--- config.mk ---
export PLATFORM = sky130hd
export DESIGN_NAME = cvxif_copro_scoreboard
export DESIGN_NICKNAME = d
export VERILOG_FILES = /design/src/rtl/cvxif_copro_scoreboard.sv
export SDC_FILE = /design/constraint.sdc
export NUM_CORES = 1
export LEC_CHECK = 0
export ABC_AREA = 1
export ABC_CLOCK_PERIOD_IN_PS = 6490
export BUFFER_PORTS_ARGS = -buffer_cell sky130_fd_sc_hd__buf_2
export CAP_MARGIN = 10
export CORE_UTILIZATION = 37
export DETAILED_ROUTE_END_ITERATION = 16
export GPL_ROUTABILITY_DRIVEN = 0
export PLACE_DENSITY_LB_ADDON = 0.08
export SETUP_SLACK_MARGIN = 0.4
export SKIP_LAST_GASP = 1
export SYNTH_ARGS = -nofsm -noshare
export SYNTH_HDL_FRONTEND = slang
export SYNTH_SLANG_ARGS = --single-unit
--- constraint.sdc ---
create_clock -name clk_i -period 6.49 [get_ports clk_i]
set_input_delay 0.3245 -clock clk_i [delete_from_list [all_inputs] [get_ports clk_i]]
set_output_delay 0.3245 -clock clk_i [all_outputs]
set_load 0.02 [all_outputs]
--- src/rtl/cvxif_copro_scoreboard.sv ---
// CV-X-IF coprocessor execution unit: DEPTH-entry scoreboard with commit/kill tracking,
// fixed execution latency and in-order or out-of-order result return under backpressure.
module cvxif_copro_scoreboard #(
  parameter int unsigned XLEN     = 64,
  parameter int unsigned ID_WIDTH = 3,
  parameter int unsigned DEPTH    = 4,
  parameter int unsigned LATENCY  = 2,
  parameter bit          IN_ORDER = 1'b1
) (
  input  logic                       clk_i,
  input  logic                       rst_ni,
  input  logic                       issue_valid_i,
  output logic                       issue_ready_o,
  input  logic                       issue_accept_i,
  input  logic [ID_WIDTH-1:0]        issue_id_i,
  input  logic [1:0]                 issue_op_i,
  input  logic [3*XLEN-1:0]          issue_rs_i,
  input  logic [4:0]                 issue_rd_i,
  input  logic                       issue_we_i,
  input  logic                       commit_valid_i,
  input  logic [ID_WIDTH-1:0]        commit_id_i,
  input  logic                       commit_kill_i,
  output logic                       result_valid_o,
  input  logic                       result_ready_i,
  output logic [ID_WIDTH-1:0]        result_id_o,
  output logic [4:0]                 result_rd_o,
  output logic [XLEN-1:0]            result_data_o,
  output logic                       result_we_o,
  output logic                       result_exc_o,
  output logic [$clog2(DEPTH+1)-1:0] occupancy_o
);

  localparam int unsigned IW = $clog2(DEPTH);
  localparam int unsigned OW = $clog2(DEPTH+1);
  localparam logic [3:0]  LAT4 = 4'(LATENCY);

  typedef enum logic [1:0] {FREE, WAIT_COMMIT, EXEC, DONE} state_e;

  state_e          st_q   [DEPTH];
  state_e          st_d   [DEPTH];
  logic [3:0]      cnt_q  [DEPTH];
  logic [3:0]      cnt_d  [DEPTH];
  // age = number of older live entries; 0 marks the oldest
  logic [IW-1:0]   age_q  [DEPTH];
  logic [IW-1:0]   age_d  [DEPTH];
  logic [ID_WIDTH-1:0] id_q [DEPTH];
  logic [4:0]      rd_q   [DEPTH];
  logic            we_q   [DEPTH];
  logic [XLEN-1:0] data_q [DEPTH];

  logic            lock_q, lock_d;
  logic [IW-1:0]   lock_idx_q, lock_idx_d;

  logic            free_found;
  logic [IW-1:0]   free_idx;
  logic [OW-1:0]   occ;
  logic            pick_found;
  logic [IW-1:0]   pick_idx;
  logic            res_vld;
  logic [IW-1:0]   res_idx;
  logic            retire;
  logic            issue_fire, same_commit, alloc;
  logic [DEPTH-1:0] freed;
  logic [OW-1:0]   keep_cnt;

  function automatic logic [XLEN-1:0] op_result(input logic [1:0] op,
                                                input logic [3*XLEN-1:0] rs);
    logic [XLEN-1:0] a, b, c;
    a = rs[XLEN-1:0];
    b = rs[2*XLEN-1:XLEN];
    c = rs[3*XLEN-1:2*XLEN];
    case (op)
      2'b00:   return a + b;
      2'b01:   return (a > b) ? a : b;
      2'b10:   return (a < b) ? a : b;
      default: return a + b + c;
    endcase
  endfunction

  always_comb begin
    free_found = 1'b0;
    free_idx   = '0;
    occ        = '0;
    for (int i = 0; i < DEPTH; i++) begin
      if (st_q[i] == FREE) begin
        if (!free_found) begin
          free_found = 1'b1;
          free_idx   = IW'(i);
        end
      end else begin
        occ = occ + 1'b1;
      end
    end
  end

  always_comb begin
    pick_found = 1'b0;
    pick_idx   = '0;
    for (int i = 0; i < DEPTH; i++) begin
      if (!pick_found && st_q[i] == DONE && (!IN_ORDER || age_q[i] == '0)) begin
        pick_found = 1'b1;
        pick_idx   = IW'(i);
      end
    end
  end

  // a presented result stays selected until the core takes it
  assign res_vld    = lock_q | pick_found;
  assign res_idx    = lock_q ? lock_idx_q : pick_idx;
  assign retire     = res_vld & result_ready_i;
  assign lock_d     = res_vld & ~result_ready_i;
  assign lock_idx_d = res_idx;

  assign issue_fire  = issue_valid_i & free_found & issue_accept_i;
  assign same_commit = issue_fire & commit_valid_i & (commit_id_i == issue_id_i);
  assign alloc       = issue_fire & ~(same_commit & commit_kill_i);

  always_comb begin
    freed    = '0;
    keep_cnt = '0;
    for (int i = 0; i < DEPTH; i++) begin
      st_d[i]  = st_q[i];
      cnt_d[i] = cnt_q[i];
      age_d[i] = age_q[i];
      case (st_q[i])
        WAIT_COMMIT: begin
          if (commit_valid_i && commit_id_i == id_q[i]) begin
            if (commit_kill_i) begin
              st_d[i]  = FREE;
              freed[i] = 1'b1;
            end else if (LATENCY == 0) begin
              st_d[i] = DONE;
            end else begin
              st_d[i]  = EXEC;
              cnt_d[i] = LAT4;
            end
          end
        end
        EXEC: begin
          cnt_d[i] = cnt_q[i] - 1'b1;
          if (cnt_q[i] == 4'd1) st_d[i] = DONE;
        end
        DONE: begin
          if (retire && res_idx == IW'(i)) begin
            st_d[i]  = FREE;
            freed[i] = 1'b1;
          end
        end
        default: ;
      endcase
    end
    for (int i = 0; i < DEPTH; i++) begin
      if (st_q[i] != FREE && !freed[i]) begin
        for (int j = 0; j < DEPTH; j++) begin
          if (freed[j] && age_q[j] < age_q[i]) age_d[i] = age_d[i] - 1'b1;
        end
        keep_cnt = keep_cnt + 1'b1;
      end
    end
    if (alloc) begin
      st_d[free_idx]  = !same_commit ? WAIT_COMMIT : ((LATENCY == 0) ? DONE : EXEC);
      cnt_d[free_idx] = LAT4;
      age_d[free_idx] = keep_cnt[IW-1:0];
    end
  end

  always_ff @(posedge clk_i or negedge rst_ni) begin
    if (!rst_ni) begin
      for (int i = 0; i < DEPTH; i++) begin
        st_q[i]  <= FREE;
        cnt_q[i] <= '0;
        age_q[i] <= '0;
      end
      lock_q     <= 1'b0;
      lock_idx_q <= '0;
    end else begin
      for (int i = 0; i < DEPTH; i++) begin
        st_q[i]  <= st_d[i];
        cnt_q[i] <= cnt_d[i];
        age_q[i] <= age_d[i];
      end
      lock_q     <= lock_d;
      lock_idx_q <= lock_idx_d;
    end
  end

  // payload is only observed through a live entry, so it carries no reset
  always_ff @(posedge clk_i) begin
    if (alloc) begin
      id_q[free_idx]   <= issue_id_i;
      rd_q[free_idx]   <= issue_rd_i;
      we_q[free_idx]   <= issue_we_i;
      data_q[free_idx] <= op_result(issue_op_i, issue_rs_i);
    end
  end

  assign issue_ready_o  = free_found;
  assign occupancy_o    = occ;
  assign result_valid_o = res_vld;
  assign result_id_o    = res_vld ? id_q[res_idx]   : '0;
  assign result_rd_o    = res_vld ? rd_q[res_idx]   : '0;
  assign result_data_o  = res_vld ? data_q[res_idx] : '0;
  assign result_we_o    = res_vld & we_q[res_idx];
  assign result_exc_o   = 1'b0;

endmodule

# After elaboration in Yosys (flattened, before gate mapping)
# Memory sizes are Yosys's and may differ from the RTL's.
# Index checks and enable logic that the tools add are counted.
# Widths: inputs -> output; s select.
[word_totals] regBits=35 ramBits=292 inputBits=213 word_cells=284 n_memories=4
[classes] n_addsub=28 n_lt_le_gt_ge=20 eq_ne=26 n_mux=119 bitwise_logic=16 n_reduce_logical=57
[memory_table] name="data_q" depth=4 width=64 rd=1 rd_ports_with_merged_regs=0 write_ports=1 line="49" rtl="logic [XLEN-1:0] data_q [DEPTH];"
[memory_table] name="rd_q" depth=4 width=5 rd=1 rd_ports_with_merged_regs=0 write_ports=1 line="47" rtl="logic [4:0] rd_q [DEPTH];"
[memory_table] name="id_q" depth=4 width=3 rd=5 rd_ports_with_merged_regs=0 write_ports=1 line="46" rtl="logic [ID_WIDTH-1:0] id_q [DEPTH];"
[memory_table] name="we_q" depth=4 width=1 rd=1 rd_ports_with_merged_regs=0 write_ports=1 line="48" rtl="logic we_q [DEPTH];"
[op_table] operator="$mux 64" n=4
[op_table] operator="$pmux 64 s3" n=1
[op_table] operator="$add 64x64->64" n=2
[op_table] operator="$mux 2" n=57
[op_table] operator="$gt 64x64->1" n=1
[op_table] operator="$lt 64x64->1" n=1
[op_table] operator="$logic_and 1x1->1" n=36
[op_table] operator="$mux 4" n=9
[op_table] operator="$lt 2x2->1" n=16
[op_table] operator="$pmux 4 s2" n=4
[op_table] operator="$sub 2x1->2 const B" n=16
[op_table] operator="$mux 1" n=24
[op_table] operator="$pmux 2 s3" n=4
[op_table] operator="$eq 2x2->1 const B" n=11
[op_table] operator="$logic_not 2->1" n=10
[op_table] operator="$bwmux 8" n=2
[op_table] operator="$eq 4x1->1 const B" n=4
[op_table] operator="$mux 16" n=1
[op_table] operator="$mux 8" n=2
[op_table] operator="$sub 4x1->4 const B" n=4
[op_table] operator="$eq 3x3->1" n=5
[op_table] operator="$and 12x12->12" n=1
[op_table] operator="$eq 2x1->1 const B" n=6
[op_table] operator="$mux 3" n=4
[op_table] operator="other kinds (17)" n=41

# Longest topological paths before layout
[depth] word_depth=34 ltp_mapped=33 mapped_depth_nobuf=32

# Worst setup path after synthesis
# No wires, ideal clock.
[synth_path] path_kind="register -> register" start="register st_q[6] (netlist name)" end="register st_q[0] (netlist name)" arrival_ns=4.333 required_time_ns=6.401 slack_ns=2.068 stages_incl_launch_ff=14 path_buffers=0 period_less_slack_ns=4.422 path_cell_list="dfrtp_1 inv_1 ha_1 inv_1 ha_1 nand3_1 nand3_1 inv_1 nand2_1 o21ai_2 nor2_2 inv_1 nor2_1 o21bai_1"
[synth_rtl] item="from (decl)" line="39" rtl="state_e st_q [DEPTH];"
[synth_rtl] item="from (signal, indexed assignment)" line="178" rtl="st_q[i] <= st_d[i];"

# Worst setup path in the final report
[layout_path] start="input issue_rs_i[84]" end="memory data_q[0][52], data pin"
[layout_between] elab_chain_len=4 elab_cells_between_ends=8
[layout_lines] item="from (decl)" line="17" rtl="input logic [3*XLEN-1:0] issue_rs_i,"
[layout_lines] item="$add 64x64->64 (tied with other cells)" line="73, 76"
[layout_lines] item="$add 64x64->64 (tied with other cells)" line="76" rtl="default: return a + b + c;"
[layout_lines] item="$pmux 64 s3 (*)" line="72" rtl="case (op)"
[layout_lines] item="$mux 64 (*)" line="189" rtl="if (alloc) begin"
[layout_lines] item="to (decl)" line="49"
# Every way passes the cells marked *; elsewhere a longest branch is shown, timed or not. The select of a mux whose other input is x is not followed.

==> reports/qor.yml <==
run_status:
  outcome: "finished clean"
cts:
  cts.sinks: 327
  clockBufferDepth: 3
  path_clk_slew_ns: 0.07
  cts_root_buf: "clkbuf_16"
  cts_tree: "done"
  htreeDepth: 1
  worst_skew_pair.late_latency_ns: 0.56
  post_cts_buffers: 0
  cts_buffers: 30
synth:
  netlist_area_um2: 28240
  synth_common_cells: "nand2_1, inv_1, nor2_1, a21oi_1, edfxtp_1"
  synth_most_common_cell: "nand2_1"
  async_reset_ff_share_pct: 10.70
  syn_nets: 4251
  synth_flop_cell: "edfxtp_1"
  synth_top_area_share_pct: 31.05
  ys_warn_count: 0
  synth_area_per_cell_um2: 7.455
  synth-edff-count: 292
  synth.distinct_cells: 59
  ys_seq_area_share_pct: 34.15
  netlist_top_cells_area: "edfxtp_1, ha_1, nand2_1"
  synth_seq_cells: 327
  synth_largest_area_cell: "edfxtp_1"
  synth_cells: 3788
sta:
  fmax_ghz: 0.1879
  rsz0062_at_grt: "false"
  tns_ns: 0
  slew_viol_final: 0
  fin_ws_ns: 1.168
  fin_crit_ns: 5.322
  setup_viol: 0
  maxSlewHeadroom_pct: 31.10
  finalClockSkew_ns: 0.01896
  hold_violations: 0
  tightest_slew_ns: 1.033
  fin_crit_sh_pct: 82.00
worst_setup_path:
  crit_slowest_cell: "nor4_1"
  timing.rr.end: "id_q[0][2]"
  cp-end-kind: "flip-flop"
  path_class: "in2reg"
  crit_required_ns: 6.72
  reg2reg_slack_ns: 2.90
  worst_path_largest_cell_delay_ns: 0.77
  arrival_ns: 5.55
  worst_r2r_path_depth: 13
  startpoint: "issue_rs_i[84]"
  r2r-start: "st_q[6]"
  crit_top_cell: "nand2_1"
  start_kind: "input port"
  critPathMaxFanout: 6
placed_design:
  pre_cts_ws_ns: 0.7817
  io_buffer_count: 290
  dp_hpwl_mm: 90.58
route:
  dr.first_iter.drc_count: 2443
  wl_per_cell_um: 22.49
  vias: 28077
  wirelength_mm: 113.7
  drc: 0
  vias_per_cell: 5.554
  firstDrtPassIters: 6
  ant_nets: 0
power_and_ir_drop:
  seqPwrFrac_pct: 26.7
  p_int_uw: 5653
  p_comb_share_pct: 57.6
  power_density_nw_per_um2: 348.8
  swShare_pct: 49.09
  leakage_uw: 0.01412
  p_clk_share_pct: 15.7
  power_switching_uw: 5451
  ir_worst_vdd_mv: 0.3345
worst_hold_path:
  hold_path_class: "in2reg"
  min_from: "result_ready_i"
  min_path_cells: 3
  whs_endpoint: "lock_q"
finish:
  fin_util_pct: 42.47
  drive_gt1_share_pct: 10.35
  syn_to_final_growth_pct: 12.72
  nNetsFinal: 4519
  fill_cells: 7865
floorplanning:
  die_w_um: 278.3
  io_pins: 292
  floorplan.initialDensity_pct: 37.68
  die_h_um: 278.3
  core-area_um2: 74950
  design.die.area_um2: 77430
  rows: 100
global_route:
  overflow: 0
  grt_pass1_vias: 26924
  grt_max_degree: 80
  antenna_found_initial: 12
  grt_pass1_wl_mm: 167.1
  grt_usage_pct: 28.53
run:
  maxCapViolCount: 0
[power by group through the flow]
stage / combinational [µW] / sequential [µW] / clock, µW
final: 6400 / 2960 / 1740
after detailed placement: 6360 / 3000 / 0
after global routing: 7020 / 3000 / 1860
after global placement: 6370 / 3000 / 0
after floorplan: 4120 / 2970 / 0
after CTS: 6380 / 2960 / 1780
[routing by layer]
metal	vias up	wire length, µm	GRT usage [%]
met5	-	0	0
met3	188	7069	2.468
met2	1062	51920	46.65
met1	13343	50260	39.21
li1	13484	-	-
met4	0	4455	10.34
[how the worst max path moves through the flow]
stage,endpoint,slack (ns),cells after the start
3_5_place_dp,data_q[0][52],0.78,25
5_1_grt,data_q[2][63],0.91,30
3_3_place_gp,data_q[1][52],0.68,25
4_1_cts,data_q[0][52],1.35,25
6_report,data_q[0][52],1.17,25
2_1_floorplan,st_q[0],2.07,13
[cell type report]
class                   instances  area [µm²]  share of cell area, %
multi-input cells            2789       16040                  50.39
clock inverters                11       118.9                 0.3734
repair buffers                329        1769                  5.558
well taps                     969        1212                  3.809
inverters                     579        2176                  6.836
clock buffers                  44       853.3                  2.681
diodes                          7       17.52                0.05503
flip-flops and latches        327        9644                  30.30
[layout by cell type (no fill, tap or decap), drive strengths merged, types with 3 or more instances in the layout]
master       synthesis  routed
o211ai              74      74
or2                  6       6
and2                15      15
clkinv               0       7
nand4              101     101
diode                0       7
nor3                47      47
ha                 248     248
o21ai              182     182
a21o                30      30
edfxtp             292     292
xor2                70      70
nor2               355     355
nand3b              10      10
buf                 40     319
inv                579     579
xnor2               16      16
a31oi               27      27
o21a                 7       7
a221oi               5       5
nand3              234     234
nand2              793     793
o21bai              39      39
o22ai                5       5
a21oi              330     330
dlygate4sd3          0      10
o2111ai              3       3
a22oi              147     147
a211oi               8       8
nor4                 9       9
a21boi              15      15
dfrtp               35      35
clkbuf              53      44
[flip-flops by register name, summed over array words and instances, names as in the netlist]
name and cells:
data_q 256, st_q 8, lock_idx_q 2, age_q 8, cnt_q 16, id_q 12, we_q 4, rd_q 20
lock_q 1
[repair_timing]
action / CTS / global route
endpoints found under the hold margin: 71 / 0
hold buffers: 10 / 0
resized for setup: 0 / 0
[cell families after synthesis]
family	Yosys count	synth area share [%]
and+or+nand+nor	1573	23.88
xor gates and xnor gates	86	2.694
other	1	0.01328
AOI/OAI and AO/OA	879	18.87
adders and majority gates	250	11.13
buffers and inverters	672	9.256
DFF	327	34.15
[worst max-delay path: cells and delay by family]
family / cells / cell delay (ns)
AO/OA/AOI/OAI: 4 / 1.36
adder cells (fa/ha/maj): 2 / 0.74
buffers and inverters: 5 / 0.49
AND/OR/NAND/NOR: 14 / 2.62
[metrics by stage]
step / hold WS, ns / cells / instance area [µm²] / power [µW]
2_1_floorplan: 0.02891 / 3788 / 28240 / 7097
3_3_place_gp: 0.5150 / 4983 / 30740 / 9379
3_5_place_dp: 0.5101 / 4983 / 30740 / 9362
4_1_cts: 0.01280 / 5048 / 31810 / 11130
5_1_grt: 0.01962 / 5053 / 31830 / 11870
6_report: 0.04663 / 5055 / 31830 / 11100
Note: power is estimated with default switching activity, not from simulation.
